===== config.mk =====
export PLATFORM = sky130hd
export DESIGN_NAME = meas_ctrl
export DESIGN_NICKNAME = d
export VERILOG_FILES = /design/src/rtl/meas_pkg.sv /design/src/rtl/edge_sync.sv /design/src/rtl/meas_ctrl.sv
export SDC_FILE = /design/constraint.sdc
export NUM_CORES = 1
export LEC_CHECK = 0
export ABC_AREA = 1
export BUFFER_PORTS_ARGS = -buffer_cell sky130_fd_sc_hd__buf_2
export CELL_PAD_IN_SITES_DETAIL_PLACEMENT = 1
export CELL_PAD_IN_SITES_GLOBAL_PLACEMENT = 1
export CORE_ASPECT_RATIO = 0.5
export CORE_UTILIZATION = 47
export DETAILED_ROUTE_END_ITERATION = 10
export PLACE_DENSITY_LB_ADDON = 0.1
export SETUP_SLACK_MARGIN = 0.5
export SKIP_CTS_REPAIR_TIMING = 1
export SLEW_MARGIN = 20
export SYNTH_ARGS = -nofsm -noshare
export SYNTH_HDL_FRONTEND = slang
export SYNTH_SLANG_ARGS = --single-unit

===== constraint.sdc =====
create_clock -name clk -period 6.4 [get_ports clk]
set_clock_uncertainty 0.1 [all_clocks]
set_input_delay 1.28 -clock clk [delete_from_list [all_inputs] [get_ports clk]]
set_output_delay 1.28 -clock clk [all_outputs]
set_load 0.01 [all_outputs]

===== src/rtl/meas_pkg.sv =====
// Shared types and constants for the measurement sequencer.
// Latency: n/a (definitions only).
// Backpressure: n/a.
package meas_pkg;

    // Sequencer states, in run order.
    typedef enum logic [2:0] {
        IDLE  = 3'd0,
        ARM   = 3'd1,
        GATE  = 3'd2,
        CLOSE = 3'd3,
        DONE  = 3'd4
    } state_t;

    // Mode field values; anything else is reserved and reported with err.
    localparam logic [1:0] MODE_FREQ = 2'd0;
    localparam logic [1:0] MODE_TIME = 2'd1;

    // Default result counter width.
    localparam int MEAS_CNT_W = 32;

endpackage


===== src/rtl/edge_sync.sv =====
// Two-flop synchronizer for an asynchronous channel plus a one-cycle rise pulse.
// Latency: an input change shows as o_sync/o_rise after the 2nd clk edge, so it is sampled on the 3rd.
// Backpressure: none; free-running.
module edge_sync (
    input  logic clk,
    input  logic rst_n,
    input  logic i_async,
    output logic o_sync,
    output logic o_rise
);

    logic r_meta;
    logic r_sync;
    logic r_sync_d;

    // Metastability chain plus one delayed copy for edge detection.
    always_ff @(posedge clk) begin
        if (!rst_n) begin
            r_meta   <= 1'b0;
            r_sync   <= 1'b0;
            r_sync_d <= 1'b0;
        end else begin
            r_meta   <= i_async;
            r_sync   <= r_meta;
            r_sync_d <= r_sync;
        end
    end

    assign o_sync = r_sync;
    assign o_rise = r_sync & ~r_sync_d;

endmodule


===== src/rtl/meas_ctrl.sv =====
// Commanded frequency/duty and time-interval measurement sequencer with timeout.
// Latency: busy the cycle after start; results and done together on entry to DONE.
// Backpressure: none; start is ignored while a run is in progress (no queuing).
module meas_ctrl
    import meas_pkg::*;
#(
    parameter int unsigned GATE_CYCLES    = 100_000_000,
    parameter int unsigned TIMEOUT_CYCLES = 200_000_000,
    parameter int          CNT_W          = MEAS_CNT_W
) (
    input  logic             clk,
    input  logic             rst_n,
    input  logic             start,
    input  logic [1:0]       mode,
    input  logic             squ_r0,
    input  logic             squ_r1,
    output logic             busy,
    output logic             done,
    output logic             timeout,
    output logic             err,
    output logic [CNT_W-1:0] cnt_clk,
    output logic [CNT_W-1:0] cnt_squ,
    output logic [CNT_W-1:0] cnt_pulse,
    output logic [CNT_W-1:0] cnt_time
);

    localparam logic [CNT_W-1:0] LP_GATE     = CNT_W'(GATE_CYCLES);
    localparam logic [31:0]      LP_TMO_LAST = 32'(TIMEOUT_CYCLES - 1);

    // Increment that sticks at all-ones instead of wrapping.
    function automatic logic [CNT_W-1:0] sat_inc(input logic [CNT_W-1:0] v, input logic en);
        if (en && (v != '1)) begin
            return v + CNT_W'(1);
        end
        return v;
    endfunction

    state_t           r_state;
    state_t           w_state_nxt;
    logic [1:0]       r_mode;
    logic [31:0]      r_tmo;
    logic [31:0]      w_tmo_nxt;
    logic [CNT_W-1:0] r_clk, r_squ, r_pulse, r_time;
    logic [CNT_W-1:0] w_clk_nxt, w_squ_nxt, w_pulse_nxt, w_time_nxt;
    logic             w_to;
    logic             w_err;
    logic             w_running;

    logic             w_r0_sync, w_r0_rise;
    logic             w_r1_sync, w_r1_rise;
    logic             w_unused_r1_level;

    logic             r_timeout, r_err;
    logic [CNT_W-1:0] r_res_clk, r_res_squ, r_res_pulse, r_res_time;

    edge_sync u_sync_r0 (
        .clk     (clk),
        .rst_n   (rst_n),
        .i_async (squ_r0),
        .o_sync  (w_r0_sync),
        .o_rise  (w_r0_rise)
    );

    edge_sync u_sync_r1 (
        .clk     (clk),
        .rst_n   (rst_n),
        .i_async (squ_r1),
        .o_sync  (w_r1_sync),
        .o_rise  (w_r1_rise)
    );

    // Only the rise of the stop channel matters; its level is not used.
    assign w_unused_r1_level = w_r1_sync;

    assign w_running = (r_state == ARM) || (r_state == GATE) || (r_state == CLOSE);

    // Next state, working counters and global timer; timeout overrides any other exit.
    always_comb begin
        w_state_nxt = r_state;
        w_tmo_nxt   = r_tmo;
        w_clk_nxt   = r_clk;
        w_squ_nxt   = r_squ;
        w_pulse_nxt = r_pulse;
        w_time_nxt  = r_time;
        w_to        = 1'b0;
        w_err       = 1'b0;

        case (r_state)
            IDLE: begin
                if (start) begin
                    w_tmo_nxt = '0;
                    if ((mode == MODE_FREQ) || (mode == MODE_TIME)) begin
                        w_state_nxt = ARM;
                    end else begin
                        w_state_nxt = DONE;
                        w_err       = 1'b1;
                    end
                end
            end
            ARM: begin
                w_tmo_nxt = r_tmo + 32'd1;
                if (w_r0_rise) begin
                    // Opening rise: clear everything; this cycle's high level counts.
                    w_clk_nxt   = '0;
                    w_squ_nxt   = '0;
                    w_pulse_nxt = CNT_W'(w_r0_sync);
                    w_time_nxt  = '0;
                    if ((r_mode == MODE_TIME) && w_r1_rise) begin
                        w_state_nxt = DONE;
                    end else begin
                        w_state_nxt = GATE;
                    end
                end
            end
            GATE: begin
                w_tmo_nxt = r_tmo + 32'd1;
                if (r_mode == MODE_TIME) begin
                    w_time_nxt = sat_inc(r_time, 1'b1);
                    if (w_r1_rise) begin
                        w_state_nxt = DONE;
                    end
                end else begin
                    w_clk_nxt   = sat_inc(r_clk, 1'b1);
                    w_squ_nxt   = sat_inc(r_squ, w_r0_rise);
                    w_pulse_nxt = sat_inc(r_pulse, w_r0_sync);
                    if (w_clk_nxt >= LP_GATE) begin
                        w_state_nxt = CLOSE;
                    end
                end
            end
            CLOSE: begin
                // Wait for the next rise so the gate spans whole input periods.
                w_tmo_nxt   = r_tmo + 32'd1;
                w_clk_nxt   = sat_inc(r_clk, 1'b1);
                w_squ_nxt   = sat_inc(r_squ, w_r0_rise);
                w_pulse_nxt = sat_inc(r_pulse, w_r0_sync & ~w_r0_rise);
                if (w_r0_rise) begin
                    w_state_nxt = DONE;
                end
            end
            DONE: begin
                w_state_nxt = IDLE;
            end
            default: begin
                w_state_nxt = IDLE;
            end
        endcase

        if (w_running && (r_tmo == LP_TMO_LAST)) begin
            w_state_nxt = DONE;
            w_to        = 1'b1;
        end
    end

    // State, timer, working counters and mode latch.
    always_ff @(posedge clk) begin
        if (!rst_n) begin
            r_state <= IDLE;
            r_mode  <= MODE_FREQ;
            r_tmo   <= '0;
            r_clk   <= '0;
            r_squ   <= '0;
            r_pulse <= '0;
            r_time  <= '0;
        end else begin
            r_state <= w_state_nxt;
            r_tmo   <= w_tmo_nxt;
            r_clk   <= w_clk_nxt;
            r_squ   <= w_squ_nxt;
            r_pulse <= w_pulse_nxt;
            r_time  <= w_time_nxt;
            if ((r_state == IDLE) && start) begin
                r_mode <= mode;
            end
        end
    end

    // Result latch on entry to DONE; fields irrelevant to the mode, or the whole set on abort, read 0.
    always_ff @(posedge clk) begin
        if (!rst_n) begin
            r_timeout   <= 1'b0;
            r_err       <= 1'b0;
            r_res_clk   <= '0;
            r_res_squ   <= '0;
            r_res_pulse <= '0;
            r_res_time  <= '0;
        end else if (w_state_nxt == DONE) begin
            r_timeout   <= w_to;
            r_err       <= w_err;
            r_res_clk   <= '0;
            r_res_squ   <= '0;
            r_res_pulse <= '0;
            r_res_time  <= '0;
            if (!w_to && !w_err) begin
                if (r_mode == MODE_TIME) begin
                    r_res_time <= w_time_nxt;
                end else begin
                    r_res_clk   <= w_clk_nxt;
                    r_res_squ   <= w_squ_nxt;
                    r_res_pulse <= w_pulse_nxt;
                end
            end
        end
    end

    assign busy      = w_running;
    assign done      = (r_state == DONE);
    assign timeout   = r_timeout;
    assign err       = r_err;
    assign cnt_clk   = r_res_clk;
    assign cnt_squ   = r_res_squ;
    assign cnt_pulse = r_res_pulse;
    assign cnt_time  = r_res_time;

endmodule


# Yosys cells after proc, flatten, opt, wreduce, memory -nomap -nowiden
# Index checks and enable logic that the tools add are counted.
# totals
register_bits,301
output_inout_bits,132
wordCells,127
# op_classes
n_eq_ne,13
n_reduce_logical,17
n_lt_le_gt_ge,1
muxes,66
bitwise_logic,6
add_sub_neg,5
# op_table
operator,count
two-way mux 32 bit,31
one-hot mux 32 bit (3 select lines),3
"adder 32 x 1 -> 32 bit, second input constant",5
"inequality test 32 bit, second input constant",4
one-hot mux 32 bit (2 select lines),2
"== test 32 x 28 -> 1 bit, second input constant",1
">= comparator 32 x 27 -> 1 bit, second input constant",1
two-way mux 3 bit,9
two-way mux 1 bit,20
one-hot mux 3 bit (4 select lines),1
logical AND 1 bit,7
"== test 3 x 2 -> 1 bit, second input constant",2
"== test 3 bit, second input constant",2
"== test 2 x 1 -> 1 bit, second input constant",2
AND 1 bit,3
"== test 3 x 1 -> 1 bit, second input constant",1
logical NOT 3 bit,1
logical OR 1 bit,3
inverter 1 bit,3
OR reduction 3 bit,1
logical NOT 1 bit,2
logical NOT 2 bit,1
"inequality test 2 bit, second input constant",1
AND reduction 2 bit,1
nonzero test 2 bit,1

# Logic depth before layout (Yosys ltp)
# Gate-level depths: netlist of the first run.
# depth
word_depth,13
ltp_mapped,19
mapped_depth_nobuf,19

# Cells and area by module
# Synthesis of the first run repeated with hierarchy kept, for this count alone.
# hier_totals
hier_cells,2608
hier_area_um2,16956.3
# by_module_without_submodules
module,n_inst,area_per_inst_um2,cells_per_inst
meas_ctrl,1,16771.1,2586
edge_sync,2,92.6,11

# Least setup slack after synthesis of the first run
# Ideal clock, no wire load.
# synth_timing
path_type,register to output
from,register r_state[2]
to,output busy
arrival_time_ns,1.422
path_stages_with_launch,6
slack_ns,3.598
path_cell_list,dfxtp_1 -> buf_2 -> nor2_1 -> buf_2 -> clkbuf_1 -> clkbuf_1
# synth_via
elab_chain_len,3
elab_cells_between_ends,5
classes_between,eq/ne: 3; reduce/logical: 2
# synth_lines
item,line,text
"start, declared",meas_ctrl.sv:38,state_t r_state;
"start signal, assigned",meas_ctrl.sv:166,r_state <= w_state_nxt;
== test 3 x 1 -> 1 bit or == test 3 x 2 -> 1 bit (tied branches),meas_ctrl.sv:75,assign w_running = (r_state == ARM) || (r_state == GATE) || (r_state == CLOSE);
logical OR 1 bit,meas_ctrl.sv:75,
logical OR 1 bit (*),meas_ctrl.sv:75,
"end, declared",meas_ctrl.sv:17,"output logic busy,"
# Mark *: on every way between the ends. The rest lies on a longest branch, timed or not.

# Worst setup path after layout of the first run
# layout_timing
from,register r_tmo[0]
to,"register r_res_squ[19], in the netlist cnt_squ[19]"
# layout_via
elab_chain_len,6
elab_cells_between_ends,8
classes_between,eq/ne: 2; mux: 3; reduce/logical: 3
# layout_lines
item,line,text
"start, declared",meas_ctrl.sv:41,logic [31:0] r_tmo;
"start signal, assigned",meas_ctrl.sv:167,r_tmo <= w_tmo_nxt;
== test 32 x 28 -> 1 bit (*),meas_ctrl.sv:149,if (w_running && (r_tmo == LP_TMO_LAST)) begin
logical AND 1 bit (*),meas_ctrl.sv:149,
two-way mux 1 bit,meas_ctrl.sv:149,
logical NOT 1 bit,meas_ctrl.sv:194,if (!w_to && !w_err) begin
logical AND 1 bit,meas_ctrl.sv:194,
two-way mux 32 bit,meas_ctrl.sv:194,
"end signal, assigned",meas_ctrl.sv:199,r_res_squ <= w_squ_nxt;
"end, declared",meas_ctrl.sv:54,"logic [CNT_W-1:0] r_res_clk, r_res_squ, r_res_pulse, r_res_time;"
# Marks and branches as above.
# A chain may end at the register's enable or synchronous reset.

==> impl_metrics.json, run 1 <==
{
  "vias": 19281,
  "yosysTopAreaCell": "dfxtp_1",
  "ff_latch_area_um2": 6026,
  "netlist_area_um2": 17950,
  "avgSynthCellArea_um2": 6.405,
  "met1_usage_pct": 40.19,
  "hold_viol_final": 0,
  "die_w_um": 278.4,
  "n_antenna_cell": 0,
  "min_to": "u_sync_r1.o_sync",
  "place_ws_ns": 2.254,
  "powerDensity_nw_per_um2": 243.2,
  "cp_data_required_time_ns": 6.82,
  "drv_cap": 0,
  "fin_nets": 2851,
  "worstMarginPinSlew_ns": 0.9561,
  "path_cells": "ha_1 -> nand3_1 -> nor3b_2 -> nand2_1 -> nor2_1 -> nand3_1 -> nand2_2 -> nand2_1 -> inv_2 -> nand2_2 -> inv_2 -> nand3_1 -> nand2_1",
  "setup_viol": 0,
  "cp_num_buf_inv": 2,
  "r2r_slack_ns": 2.35,
  "cp.depth": 13,
  "synth_top_area_share_pct": 33.56,
  "dieArea_um2": 39030,
  "start_util_pct": 47.83,
  "whs_path_depth": 2,
  "slew_viol_final": 0,
  "ant_nets": 0,
  "track_usage_pct": 32.63,
  "synth_top_cells_by_count": "nand2_1 (714), nor2_1 (333), dfxtp_1 (301)",
  "cts.sinks": 301,
  "ys_types": 62,
  "synth_warnings": 0,
  "clock-root-buffer": "clkbuf_16",
  "ys_seq_area_share_pct": 33.56,
  "dp_hpwl_um": 45030,
  "gp_congestion": 0.9535,
  "ir_worst_vdd_mv": 0.1677,
  "fp.coreArea_um2": 37540,
  "fmax_mhz": 246.9,
  "clock_path_buffers": 3,
  "clkLatencyLatePin_ns": 0.59,
  "synth_edf_count": 0,
  "grt_start_max_net_pins": 130,
  "wl_um": 64510,
  "worstSetupPathType": "register to register",
  "cts.clk_slew.worst_paths_ns": 0.07,
  "cp_slowest_stage_delay_ns": 0.65,
  "critical_path_peak_fanout": 40,
  "numCtsBuffers": 29,
  "cts_tree": "yes",
  "rr_startpoint": "r_tmo[0]",
  "r2r-end": "cnt_squ[19]",
  "crit_arrival_ns": 4.47,
  "area_delta_synth_final_pct": 9.952,
  "io_buffers": 138,
  "crit_family": "simple AND/OR/NAND/NOR gates",
  "synthTopCellsByArea": "dfxtp_1 (34%), nand2_1 (15%), nor2_1 (7.0%)",
  "slowest_stage": "inv_2",
  "io_pins": 139,
  "multi_input_area_um2": 10240,
  "grt_overflow": 0,
  "min_period_ns": 4.050,
  "vias_per_cell": 5.747,
  "fin_crit_sh_pct": 63.28,
  "setup_ws_ns": 2.350,
  "antenna_found_initial": 1,
  "routedWlPerCell_um": 19.23,
  "drtPass1Iterations": 5,
  "min_from": "u_sync_r1.r_meta",
  "grtUsageMet3_pct": 4.170,
  "r2r_cells": 13,
  "end_kind": "register",
  "fp.dieH_um": 140.2,
  "drive_above_1_share_pct": 10.10,
  "min-delay-path-class": "register to register",
  "ys_seq_elements": 301,
  "p_leak_nw": 7.719,
  "grtUsageMet2_pct": 58.33,
  "synth_most_common_cell": "nand2_1",
  "first_iter_violations": 1175,
  "num-fill-cells": 5115,
  "start_kind": "register",
  "timing.setup.tns_ns": 0,
  "grt_setup_unrepaired": "false",
  "slew_headroom_pct": 36.26,
  "ys.flop_type": "dfxtp_1",
  "grt_pass1_vias": 19488,
  "drc": 0,
  "async_flop_share_pct": 0,
  "gr-max-usage-layer": "met2",
  "syn_nets": 2815,
  "status": "complete, no violations",
  "syn_inst": 2803,
  "cts_max_level": 1,
  "whs_ns": 0.3195,
  "grt_pass1_wl_um": 103300,
  "rows": 50
}
-- report_power, final --
part	leakage (nW)	total (W)	switching, W	internal (W)
registers	2.44	0.00211	0.000137	0.00197
clock network	0.486	0.00185	0.000832	0.00101
logic	4.79	0.000846	0.000611	0.000234
total	7.72	0.00480	0.00158	0.00322
-- worst max-delay path by stage --
stage / startpoint / end / slack, ns
floorplan: r_state[2] / busy / 3.60
global placement: start / cnt_squ[9] / 2.00
detailed placement: start / cnt_squ[29] / 2.25
CTS: r_tmo[0] / cnt_squ[19] / 2.42
global route: r_tmo[0] / cnt_squ[19] / 1.92
finish: r_tmo[0] / cnt_squ[19] / 2.35
-- layout make-up --
| class | instances | share of cell area [%] |
|---|---|---|
| clock buffer | 35 | 4.044 |
| clock inverter | 18 | 0.9508 |
| inverter | 272 | 5.191 |
| multi-input combinational | 2081 | 51.86 |
| sequential | 301 | 30.53 |
| tap | 494 | 3.131 |
| timing repair buffer | 154 | 4.297 |
-- routing by layer --
| layer | vias up | share of wire (%) |
|---|---|---|
| li1 | 9347 | - |
| met1 | 9431 | 44 |
| met2 | 360 | 49 |
| met3 | 141 | 3.8 |
| met4 | 2 | 3.7 |
| met5 | - | 0.019 |
-- worst register-to-register path: stages (launching register included) --
cell and delay [ns]:
dfxtp_1 0.37, ha_1 0.22, nand3_1 0.15, nor3b_2 0.26
nand2_1 0.15, nor2_1 0.11, nand3_1 0.22, nand2_2 0.62
nand2_1 0.19, inv_2 0.19, nand2_2 0.39, inv_2 0.66
nand3_1 0.23, nand2_1 0.13
-- cell usage in the layout, fill, tap and decap left out, types with 54 or more instances in the layout --
| master | synthesis | layout |
|---|---|---|
| a21oi_1 | 160 | 160 |
| buf_2 | 50 | 138 |
| dfxtp_1 | 301 | 301 |
| inv_1 | 256 | 255 |
| nand2_1 | 714 | 711 |
| nand3_1 | 187 | 187 |
| nor2_1 | 333 | 331 |
| nor3_1 | 61 | 61 |
| o21ai_0 | 199 | 199 |
| o21ai_1 | 54 | 54 |
| xor2_1 | 71 | 71 |
-- cell families (layout without fill, tap and decap cells) --
group | after synthesis | in the layout | share of synthesized area (%)
and+or+nand+nor | 1410 | 1410 | 33.51
AOI/OAI and AO/OA | 590 | 590 | 19.25
xor gates and xnor gates | 76 | 76 | 3.708
buffers and inverters | 421 | 479 | 9.624
DFF | 301 | 301 | 33.56
adders and majority gates | 5 | 5 | 0.3485
-- stage by stage --
stage          util, %  area [um^2]  cells  power (W)
2_1_floorplan        -        17950   2803   0.002700
3_3_place_gp     49.95        18750   3302   0.002951
3_5_place_dp     49.96        18750   3302   0.002981
4_1_cts          52.58        19740   3355   0.004816
5_1_grt          52.59        19740   3355   0.005003
6_report         52.59        19740   3355   0.004801
No activity file was read; power rests on OpenSTA's default activity.
==> run 2, diff against run 1 <==
--- a/config.mk
+++ b/config.mk
@@ -10,7 +10,7 @@
 export CELL_PAD_IN_SITES_DETAIL_PLACEMENT = 1
 export CELL_PAD_IN_SITES_GLOBAL_PLACEMENT = 1
 export CORE_ASPECT_RATIO = 0.5
-export CORE_UTILIZATION = 47
+export CORE_UTILIZATION = 43
 export DETAILED_ROUTE_END_ITERATION = 10
 export PLACE_DENSITY_LB_ADDON = 0.1
 export SETUP_SLACK_MARGIN = 0.5
==> constraint.sdc (replaced) <==
create_clock -name clk -period 4 [get_ports clk]
set_clock_uncertainty 0.1 [all_clocks]
set_input_delay 0.8 -clock clk [delete_from_list [all_inputs] [get_ports clk]]
set_output_delay 0.8 -clock clk [all_outputs]
set_load 0.01 [all_outputs]
==> run 2 against run 1 <==
  * Register-to-register slack got worse by 1.5 ns
  * Clock power up 62%
  * Total power rose by 62%
  * First-iteration DRC count shrank 14%
  * Core utilization fell by 3.6 points
  * Critical path depth down 8
  * Final cell count up 2.0%
  * Via count fell by 0.32%
  * Critical endpoint is now busy
  * Largest power group unchanged
==> impl_metrics.json, run 2 (synthesis results as in run 1) <==
{
  "critical_path_peak_fanout": 64,
  "worstSetupPathType": "register to output port",
  "worstMarginPinSlew_ns": 0.9548,
  "io_pins": 139,
  "grt_pass1_vias": 19318,
  "powerDensity_nw_per_um2": 388.0,
  "numCtsBuffers": 30,
  "clock-root-buffer": "clkbuf_16",
  "dieArea_um2": 42620,
  "rows": 52,
  "ir_worst_vdd_mv": 0.3841,
  "grt_pass1_wl_um": 102800,
  "routedWlPerCell_um": 18.89,
  "clkLatencyLatePin_ns": 0.60,
  "grt_overflow": 0,
  "final_cell_mix": "nand2_1 (713), nor2_1 (331), dfxtp_1 (301)",
  "grt_start_max_net_pins": 105,
  "fp.dieH_um": 146.5,
  "io_buffers": 138,
  "gp_congestion": 0.9234,
  "start_kind": "register",
  "track_usage_pct": 29.57,
  "fp.coreArea_um2": 40790,
  "fin_area_um2": 19980,
  "cp_slowest_stage_delay_ns": 0.47,
  "drtPass1Iterations": 5,
  "start_util_pct": 44.01,
  "setup_viol": 0,
  "vias": 19220,
  "grt_setup_unrepaired": "false",
  "cts.sinks": 301,
  "vias_per_cell": 5.617,
  "dp_hpwl_um": 45440,
  "total_power_w": 0.007754,
  "area_delta_synth_final_pct": 11.31,
  "cts_tree": "yes",
  "slew_headroom_pct": 36.35,
  "fin_crit_sh_pct": 80.44,
  "ant_nets": 0,
  "first_iter_violations": 1010,
  "antenna_found_initial": 0,
  "drive_above_1_share_pct": 10.51,
  "cts.clk_slew.worst_paths_ns": 0.07,
  "end_kind": "output port",
  "wl_um": 64630,
  "clock_path_buffers": 3,
  "fmax_mhz": 310.8,
  "crit_arrival_ns": 2.32,
  "drv_cap": 0,
  "path_cells": "nor2_1 -> nor2_4 -> buf_4 -> buf_6 -> buf_2",
  "slowest_stage": "buf_6",
  "cts_max_level": 1,
  "crit_family": "buffers and inverters",
  "cp_data_required_time_ns": 3.10,
  "min-delay-path-class": "input pin to register",
  "cp_num_buf_inv": 3,
  "dpl_cell_area_um2": 18950,
  "p_leak_nw": 7.826,
  "final_core_util_pct": 48.99,
  "slew_viol_final": 0,
  "timing.setup.tns_ns": 0,
  "hold_viol_final": 0,
  "final_common_cell": "nand2_1",
  "die_w_um": 291.0,
  "status": "complete, no violations",
  "drc": 0,
  "n_antenna_cell": 0,
  "min_period_ns": 3.218,
  "fin_nets": 2872
}
==> run 2: cell types whose count changed in the layout (fill, tap and decap cells not counted) <==
| cell | previous run | this run |
|---|---|---|
| nand2_2 | 12 | 10 |
| inv_6 | 2 | 0 |
| buf_4 | 13 | 31 |
| nand2_1 | 711 | 713 |
| clkbuf_8 | 5 | 4 |
| clkbuf_16 | 29 | 31 |
| clkinv_2 | 9 | 7 |
| buf_16 | 0 | 1 |
| clkbuf_1 | 1 | 6 |
| clkinvlp_4 | 3 | 4 |
| buf_6 | 0 | 1 |
| clkinv_4 | 2 | 0 |
==> run 2: worst min-delay path, stage by stage <==
cell     delay [ns]
buf_2          0.08
nand2_1        0.05
inv_1          0.04
==> run 2: per-layer routing <==
layer  wire, um  global-route usage [%]
met1      29160                   37.11
met2      31290                   52.95
met3       2356                   3.669
met4       1821                   8.730
met5          0                       0
==> run 2: worst paths after layout <==
path	start	endpoint	slack [ns]	cells past startpoint
max	r_state[0]	busy	0.78	5
min reg2reg	u_sync_r1.r_meta	u_sync_r1.o_sync	0.31	2
min	squ_r0	u_sync_r0.r_meta	0.30	3
max reg2reg	r_clk[0]	r_state[0]	0.81	17
==> run 2: area by class of cell <==
class	instances	area, um^2
Clock buffer	41	853.3
Clock inverter	13	150.1
Multi-Input combinational cell	2081	10230
Sequential cell	301	6026
Inverter	272	1025
Fill cell	5526	20810
Tap cell	540	675.6
Timing Repair Buffer	174	1022
==> run 2: metrics by stage <==
step | hold WS, ns | worst slack, ns | std cells
global route | 0.2979 | 0.5161 | 3422
detailed placement | 0.2999 | 0.7002 | 3367
finish | 0.3031 | 0.7824 | 3422
floorplan | 0.2905 | 1.678 | 2803
CTS | 0.2809 | 0.5853 | 3421
global placement | 0.2985 | 0.7995 | 3367
==> run 2: power breakdown <==
group / switching, W / internal [W] / total [W] / leakage [nW]
logic: 0.000975 / 0.000402 / 0.00138 / 4.90
registers: 0.000222 / 0.00316 / 0.00338 / 2.44
clock network: 0.00132 / 0.00168 / 0.00300 / 0.484
